==> src/rtl/cache_fill_server_if.sv <==
// Block-level request/response bundle between the block cache and cache_fill_server.
// The cache drives through the master modport and the server answers through the slave modport.
interface cache_fill_server_if #(
    parameter int DATA_WIDTH    = 32,
    parameter int ADDRESS_WIDTH = 30,
    parameter int BLOCK_SIZE    = 3
);
    localparam int JUST_DATA = DATA_WIDTH * (2 ** BLOCK_SIZE);

    logic                     req_valid;
    logic                     req_ready;
    logic                     req_write;
    logic [ADDRESS_WIDTH-1:0] req_addr;
    logic [JUST_DATA-1:0]     req_wdata;
    logic                     resp_valid;
    logic [JUST_DATA-1:0]     resp_data;

    modport master (
        output req_valid, req_write, req_addr, req_wdata,
        input  req_ready, resp_valid, resp_data
    );

    modport slave (
        input  req_valid, req_write, req_addr, req_wdata,
        output req_ready, resp_valid, resp_data
    );
endinterface

==> src/rtl/cache_fill_server.sv <==
// Serves whole-block fills and write-backs as bursts of single-word accesses on a
// synchronous-read word RAM; one block request in, one block response out.
module cache_fill_server #(
    parameter int DATA_WIDTH    = 32,
    parameter int ADDRESS_WIDTH = 30,
    parameter int BLOCK_SIZE    = 3
) (
    input  logic                     clk,
    input  logic                     rst,
    cache_fill_server_if.slave       blk_io,
    output logic [ADDRESS_WIDTH-1:0] mem_addr_o,
    output logic                     mem_we_o,
    output logic [DATA_WIDTH-1:0]    mem_wr_data_o,
    input  logic [DATA_WIDTH-1:0]    mem_rd_data_i
);
    localparam int S         = 2 ** BLOCK_SIZE;
    localparam int JUST_DATA = DATA_WIDTH * S;
    localparam int CNT_W     = BLOCK_SIZE + 1;
    localparam int TAG_W     = ADDRESS_WIDTH - BLOCK_SIZE;
    localparam logic [CNT_W-1:0] CNT_DRAIN = CNT_W'(S);
    localparam logic [CNT_W-1:0] CNT_LAST  = CNT_W'(S - 1);

    typedef enum logic [1:0] {
        ST_IDLE  = 2'd0,
        ST_READ  = 2'd1,
        ST_WRITE = 2'd2,
        ST_RESP  = 2'd3
    } state_t;

    state_t                  state_q, state_d;
    logic [CNT_W-1:0]        cnt_q, cnt_d;
    logic [TAG_W-1:0]        tag_q, tag_d;
    logic [JUST_DATA-1:0]    wdata_q, wdata_d;
    logic [JUST_DATA-1:0]    resp_data_q, resp_data_d;
    logic [BLOCK_SIZE-1:0]   cap_idx_s;
    logic                    req_ready_s;
    logic                    resp_valid_s;
    logic                    mem_we_s;
    logic [ADDRESS_WIDTH-1:0] mem_addr_s;
    logic [DATA_WIDTH-1:0]   mem_wr_data_s;

    // The word arriving now was addressed one cycle earlier; the drain count wraps to word S-1.
    assign cap_idx_s = cnt_q[BLOCK_SIZE-1:0] - BLOCK_SIZE'(1'b1);

    // State, burst counter and block registers; reset aborts any burst immediately.
    always_ff @(posedge clk or posedge rst) begin
        if (rst) begin
            state_q     <= ST_IDLE;
            cnt_q       <= '0;
            tag_q       <= '0;
            wdata_q     <= '0;
            resp_data_q <= '0;
        end else begin
            state_q     <= state_d;
            cnt_q       <= cnt_d;
            tag_q       <= tag_d;
            wdata_q     <= wdata_d;
            resp_data_q <= resp_data_d;
        end
    end

    // Next-state, counter and block-data update.
    always_comb begin
        state_d     = state_q;
        cnt_d       = cnt_q;
        tag_d       = tag_q;
        wdata_d     = wdata_q;
        resp_data_d = resp_data_q;
        case (state_q)
            ST_IDLE: begin
                if (blk_io.req_valid && req_ready_s) begin
                    tag_d = blk_io.req_addr[ADDRESS_WIDTH-1:BLOCK_SIZE];
                    cnt_d = '0;
                    if (blk_io.req_write) begin
                        wdata_d = blk_io.req_wdata;
                        state_d = ST_WRITE;
                    end else begin
                        state_d = ST_READ;
                    end
                end else begin
                    state_d = ST_IDLE;
                end
            end
            ST_READ: begin
                if (cnt_q != '0) begin
                    resp_data_d[int'(cap_idx_s)*DATA_WIDTH +: DATA_WIDTH] = mem_rd_data_i;
                end else begin
                    resp_data_d = resp_data_q;
                end
                if (cnt_q == CNT_DRAIN) begin
                    cnt_d   = '0;
                    state_d = ST_RESP;
                end else begin
                    cnt_d   = cnt_q + CNT_W'(1'b1);
                end
            end
            ST_WRITE: begin
                if (cnt_q == CNT_LAST) begin
                    cnt_d       = '0;
                    resp_data_d = wdata_q;
                    state_d     = ST_RESP;
                end else begin
                    cnt_d       = cnt_q + CNT_W'(1'b1);
                end
            end
            ST_RESP: begin
                state_d = ST_IDLE;
            end
            default: begin
                state_d = ST_IDLE;
                cnt_d   = '0;
            end
        endcase
    end

    // Outputs decoded from registered state and counter only.
    always_comb begin
        req_ready_s   = 1'b0;
        resp_valid_s  = 1'b0;
        mem_addr_s    = '0;
        mem_we_s      = 1'b0;
        mem_wr_data_s = '0;
        case (state_q)
            ST_IDLE: begin
                req_ready_s = 1'b1;
            end
            ST_READ: begin
                if (cnt_q != CNT_DRAIN) begin
                    mem_addr_s = {tag_q, cnt_q[BLOCK_SIZE-1:0]};
                end else begin
                    mem_addr_s = '0;
                end
            end
            ST_WRITE: begin
                mem_we_s      = 1'b1;
                mem_addr_s    = {tag_q, cnt_q[BLOCK_SIZE-1:0]};
                mem_wr_data_s = wdata_q[int'(cnt_q[BLOCK_SIZE-1:0])*DATA_WIDTH +: DATA_WIDTH];
            end
            ST_RESP: begin
                resp_valid_s = 1'b1;
            end
            default: begin
                req_ready_s = 1'b0;
            end
        endcase
    end

    assign blk_io.req_ready  = req_ready_s;
    assign blk_io.resp_valid = resp_valid_s;
    assign blk_io.resp_data  = resp_data_q;
    assign mem_addr_o        = mem_addr_s;
    assign mem_we_o          = mem_we_s;
    assign mem_wr_data_o     = mem_wr_data_s;
endmodule

==> src/flat_wrapper.sv <==
// flat-port wrapper written by rule: the top's interface ports become plain ports
module cache_fill_server_flat 
#(
    parameter int DATA_WIDTH    = 32,
    parameter int ADDRESS_WIDTH = 30,
    parameter int BLOCK_SIZE    = 3
)
  (clk, rst, mem_addr_o, mem_we_o, mem_wr_data_o, mem_rd_data_i, blk_io_req_valid, blk_io_req_write, blk_io_req_addr, blk_io_req_wdata, blk_io_req_ready, blk_io_resp_valid, blk_io_resp_data);
  cache_fill_server_if #(.DATA_WIDTH(DATA_WIDTH), .ADDRESS_WIDTH(ADDRESS_WIDTH), .BLOCK_SIZE(BLOCK_SIZE)) blk_io_i ();
  input  logic clk;
  input  logic rst;
  output logic [ADDRESS_WIDTH-1:0] mem_addr_o;
  output logic mem_we_o;
  output logic [DATA_WIDTH-1:0] mem_wr_data_o;
  input  logic [DATA_WIDTH-1:0] mem_rd_data_i;
  input wire logic [$bits(blk_io_i.req_valid)-1:0] blk_io_req_valid;
  input wire logic [$bits(blk_io_i.req_write)-1:0] blk_io_req_write;
  input wire logic [$bits(blk_io_i.req_addr)-1:0] blk_io_req_addr;
  input wire logic [$bits(blk_io_i.req_wdata)-1:0] blk_io_req_wdata;
  output wire logic [$bits(blk_io_i.req_ready)-1:0] blk_io_req_ready;
  output wire logic [$bits(blk_io_i.resp_valid)-1:0] blk_io_resp_valid;
  output wire logic [$bits(blk_io_i.resp_data)-1:0] blk_io_resp_data;
  assign blk_io_i.req_valid = blk_io_req_valid;
  assign blk_io_i.req_write = blk_io_req_write;
  assign blk_io_i.req_addr = blk_io_req_addr;
  assign blk_io_i.req_wdata = blk_io_req_wdata;
  assign blk_io_req_ready = blk_io_i.req_ready;
  assign blk_io_resp_valid = blk_io_i.resp_valid;
  assign blk_io_resp_data = blk_io_i.resp_data;
  cache_fill_server #(.DATA_WIDTH(DATA_WIDTH), .ADDRESS_WIDTH(ADDRESS_WIDTH), .BLOCK_SIZE(BLOCK_SIZE)) u_core (.clk(clk), .rst(rst), .blk_io(blk_io_i), .mem_addr_o(mem_addr_o), .mem_we_o(mem_we_o), .mem_wr_data_o(mem_wr_data_o), .mem_rd_data_i(mem_rd_data_i));
endmodule
==> config.mk <==
export PLATFORM = sky130hd
export DESIGN_NAME = cache_fill_server_flat
export DESIGN_NICKNAME = d
export VERILOG_FILES = /design/src/rtl/cache_fill_server_if.sv /design/src/rtl/cache_fill_server.sv /design/src/flat_wrapper.sv
export SDC_FILE = /design/constraint.sdc
export NUM_CORES = 1
export LEC_CHECK = 0
export ABC_AREA = 0
export CAP_MARGIN = 40
export CORE_MARGIN = 4
export CORE_UTILIZATION = 25
export CTS_CLUSTER_SIZE = 12
export DETAILED_ROUTE_END_ITERATION = 7
export PLACE_DENSITY_LB_ADDON = 0.15
export SLEW_MARGIN = 40
export SYNTH_ARGS = -nofsm -noshare
export SYNTH_HDL_FRONTEND = slang
export SYNTH_SLANG_ARGS = --single-unit
==> constraint.sdc <==
create_clock -name clk -period 49.3 [get_ports clk]
set_input_delay 4.93 -clock clk [delete_from_list [all_inputs] [get_ports clk]]
set_output_delay 4.93 -clock clk [all_outputs]
set_load 0.01 [all_outputs]
==> summary.md <==
| Metric | Value |
|---|---|
| Post-CTS setup buffers | `0` |
| Port Buffers | `639` |
| Later-pin clock latency in the skew report | `0.63 ns` |
| Die width | `327 µm` |
| Synth warnings | `0` |
| Crit path launch type | `register` |
| DRC errors left | `0` |
| Endpoints failing setup | `0` |
| CTS Buf Count | `70` |
| Area delta synth->final | `41.0%` |
| Total GRT Usage | `20.2%` |
| FF+latch count, synth | `545` |
| Share of cells above drive strength 1 | `31.7%` |
| Largest net degree at the start of global routing | `107` |
| Clock slew at reported path FFs | `0.05 ns` |
| DR pass1 iterations | `4` |
| Max-slew headroom | `42.6%` |
| Mapped Cells | `1,757` |
| Critical path arrival | `4.19 ns` |
| Initial Util | `25.3%` |
| P per Cell Area | `64.2 nW/µm²` |
| Tcrit/Tclk final | `18.5%` |
| Commonest non-fill, non-tap cell in the layout | `clkdlybuf4s50_1` |
| Hold WC Path Type | `reg -> reg` |
| Routed WL | `110,000 µm` |
| Status | `finished, final reports clean` |
| Top-Level Pins | `643` |
| DR vias | `18,500` |
| Sum Neg Setup Slack | `0 ns` |
| Fin. max-slew vios | `0` |
| CP required | `44.37 ns` |
| CTS H-Tree Depth | `3` |
| NumNets Final | `2,706` |
| Row Count | `116` |
| Hold_buf cts | `0` |
| Maxcap violations | `0` |
| Final Hold Viols | `0` |
| Vias in the first global route | `20,300` |
| Synthesized Nets | `2,092` |
| CTS tree | `yes` |
| Actual slew at the worst max-slew pin | `0.860 ns` |
| Synth Cell Area | `25,400 µm²` |
| Worst setup EP type | `output pin` |
| Initial antenna violation count | `20` |
| Average wire per standard cell | `29.1 µm` |
| Most frequent cells in the layout | `639 x clkdlybuf4s50_1, 542 x dfrtp_1, 489 x mux2_2, 224 x a22o_1, 73 x clkbuf_16` |
| Core ar. | `101,000 µm²` |
| Max Freq | `0.110 GHz` |
| Vias/cell | `4.89` |
| Critical path type | `reg -> out` |
| Lkg Pwr | `14.0 nW` |
| Post-DRT Antenna Nets | `0` |
| Die height | `327 µm` |
| Gr ovfl total | `0` |
| Count of cell types in the netlist | `46` |
| # clock sinks | `545` |
| Final GP Congestion | `0.769` |
| Hold Slack | `0.488 ns` |
| Register area share after synthesis | `53.6%` |
| CP max FO | `43` |
| RSZ-0062 raised after global routing | `false` |
| CTS resizes | `0` |
| CTS Buffer Depth | `3` |
| Final Skew | `0.0275 ns` |
| Mapped Avg Cell Area | `14.5 µm²` |
| Die area | `107,000 µm²` |
| First-pass GRT wire length | `155,000 µm` |
| Iter 0 DRT Violations | `1,161` |
| Root Driver | `clkbuf_16` |
| Post-layout minimum cycle time | `9.12 ns` |
| Worst vdd ir | `0.0335 mV` |
| Final HPWL DP | `73,500 µm` |
-- critical path: stages (launching register included) --
cell and delay (ns):
dfrtp_1 0.41, inv_1 0.16, ha_4 0.60, clkinv_2 0.56, buf_4 0.55, a21oi_1 0.31
and2_1 0.15, clkdlybuf4s50_1 0.72
-- layer usage --
layer | vias up | share of wire [%] | track usage [%]
met1 | 9843 | 41 | 25.3
met3 | 166 | 7.2 | 6.22
li1 | 7898 | - | -
met2 | 631 | 48 | 33.2
met4 | 8 | 3.3 | 6.89
met5 | - | 0.041 | 0
-- where the power goes --
group,total [mW],internal [mW],switching (mW)
clock,0.519,0.309,0.210
sequential,0.841,0.674,0.168
combinational,0.942,0.535,0.407
total,2.30,1.52,0.784
-- final cells by class --
class / count / area [µm²]
Fill cell: 9752 / 64700
Sequential cell: 545 / 13600
Multi-Input combinational cell: 1060 / 11300
Timing Repair Buffer: 683 / 6840
Clock buffer: 104 / 2090
Tap cell: 1357 / 1700
Clock inverter: 18 / 193
Inverter: 11 / 55.1
Antenna cell: 13 / 32.5
-- sequential cells by signal, indices dropped and copies added, names as in the netlist --
register and count:
u_core.wdata_q 256, u_core.tag_q 27, u_core.state_q 2, u_core.cnt_q 4, u_core.blk_io.resp_data 256
-- path summary, 6_finish.rpt --
check                                                          from                                        to  slack [ns]  cells after the start
max                                   u_core.state_q[0]$_DFFE_PP0P_                             mem_addr_o[2]       40.18                      7
min                        u_core.blk_io.resp_data[214]$_DFFE_PP0P_  u_core.blk_io.resp_data[214]$_DFFE_PP0P_        0.49                      1
max reg2reg                             u_core.cnt_q[1]$_DFFE_PP0P_  u_core.blk_io.resp_data[138]$_DFFE_PP0P_       44.56                     10
min reg2reg                u_core.blk_io.resp_data[214]$_DFFE_PP0P_  u_core.blk_io.resp_data[214]$_DFFE_PP0P_        0.49                      1
max in group asynchronous                                       rst  u_core.blk_io.resp_data[180]$_DFFE_PP0P_       42.77                      4
min in group asynchronous                                       rst              u_core.tag_q[26]$_DFFE_PP0P_        4.75                      2
-- through the flow --
stage	area [µm²]	total power, mW	worst slack, ns	cells	util (%)
after floorplan	25400	1.29	29.13	1757	-
after global placement	33400	1.78	40.73	3650	33.2
after detailed placement	33500	1.80	40.75	3656	33.3
after CTS	35800	2.33	40.05	3778	35.6
after global routing	35900	2.43	39.96	3785	35.6
final	35900	2.30	40.18	3791	35.7
-- cell families (layout without fill, tap and decap cells) --
logic type	Yosys count	count (layout)	share of synthesized area, %
multiplexers	607	607	29.5
buffers and inverters	152	816	2.51
AO/OA/AOI/OAI	282	282	9.93
adder cells (fa/ha/maj)	13	13	0.640
other	0	13	0
AND/OR/NAND/NOR	157	157	3.63
XOR/XNOR	1	1	0.108
flip-flops	545	545	53.6
-- synth_stat cells (all sizes together) --
library cell  count  share of area [%]
clkbuf          100                1.5
o221ai            1               0.10
nor3              5              0.098
or4               2              0.074
a22o            224                7.7
and3              1              0.025
nand2b            3              0.074
mux2i            34                1.3
nor2             34               0.50
a211o             1              0.034
a32o              3               0.12
nor4              2              0.098
inv              10               0.15
a21oi             8               0.20
xor2              1               0.11
nand2             4              0.059
ha               13               0.64
o211ai            6               0.18
clkinv            1              0.015
and2             28               0.69
o221a            32                1.4
or2              33               0.81
a32oi             1              0.034
nor4b             3               0.13
a21o              1              0.030
mux2            509                 23
nor2b            35               0.87
o22ai             1              0.025
mux4             64                5.7
nor4bb            2              0.079
nor3b             1              0.030
nand4b            1              0.034
buf              41               0.87
o21ai             4              0.079
nand3             3              0.059
dfrtp           545                 54
No activity file was read; power rests on OpenSTA's default activity.
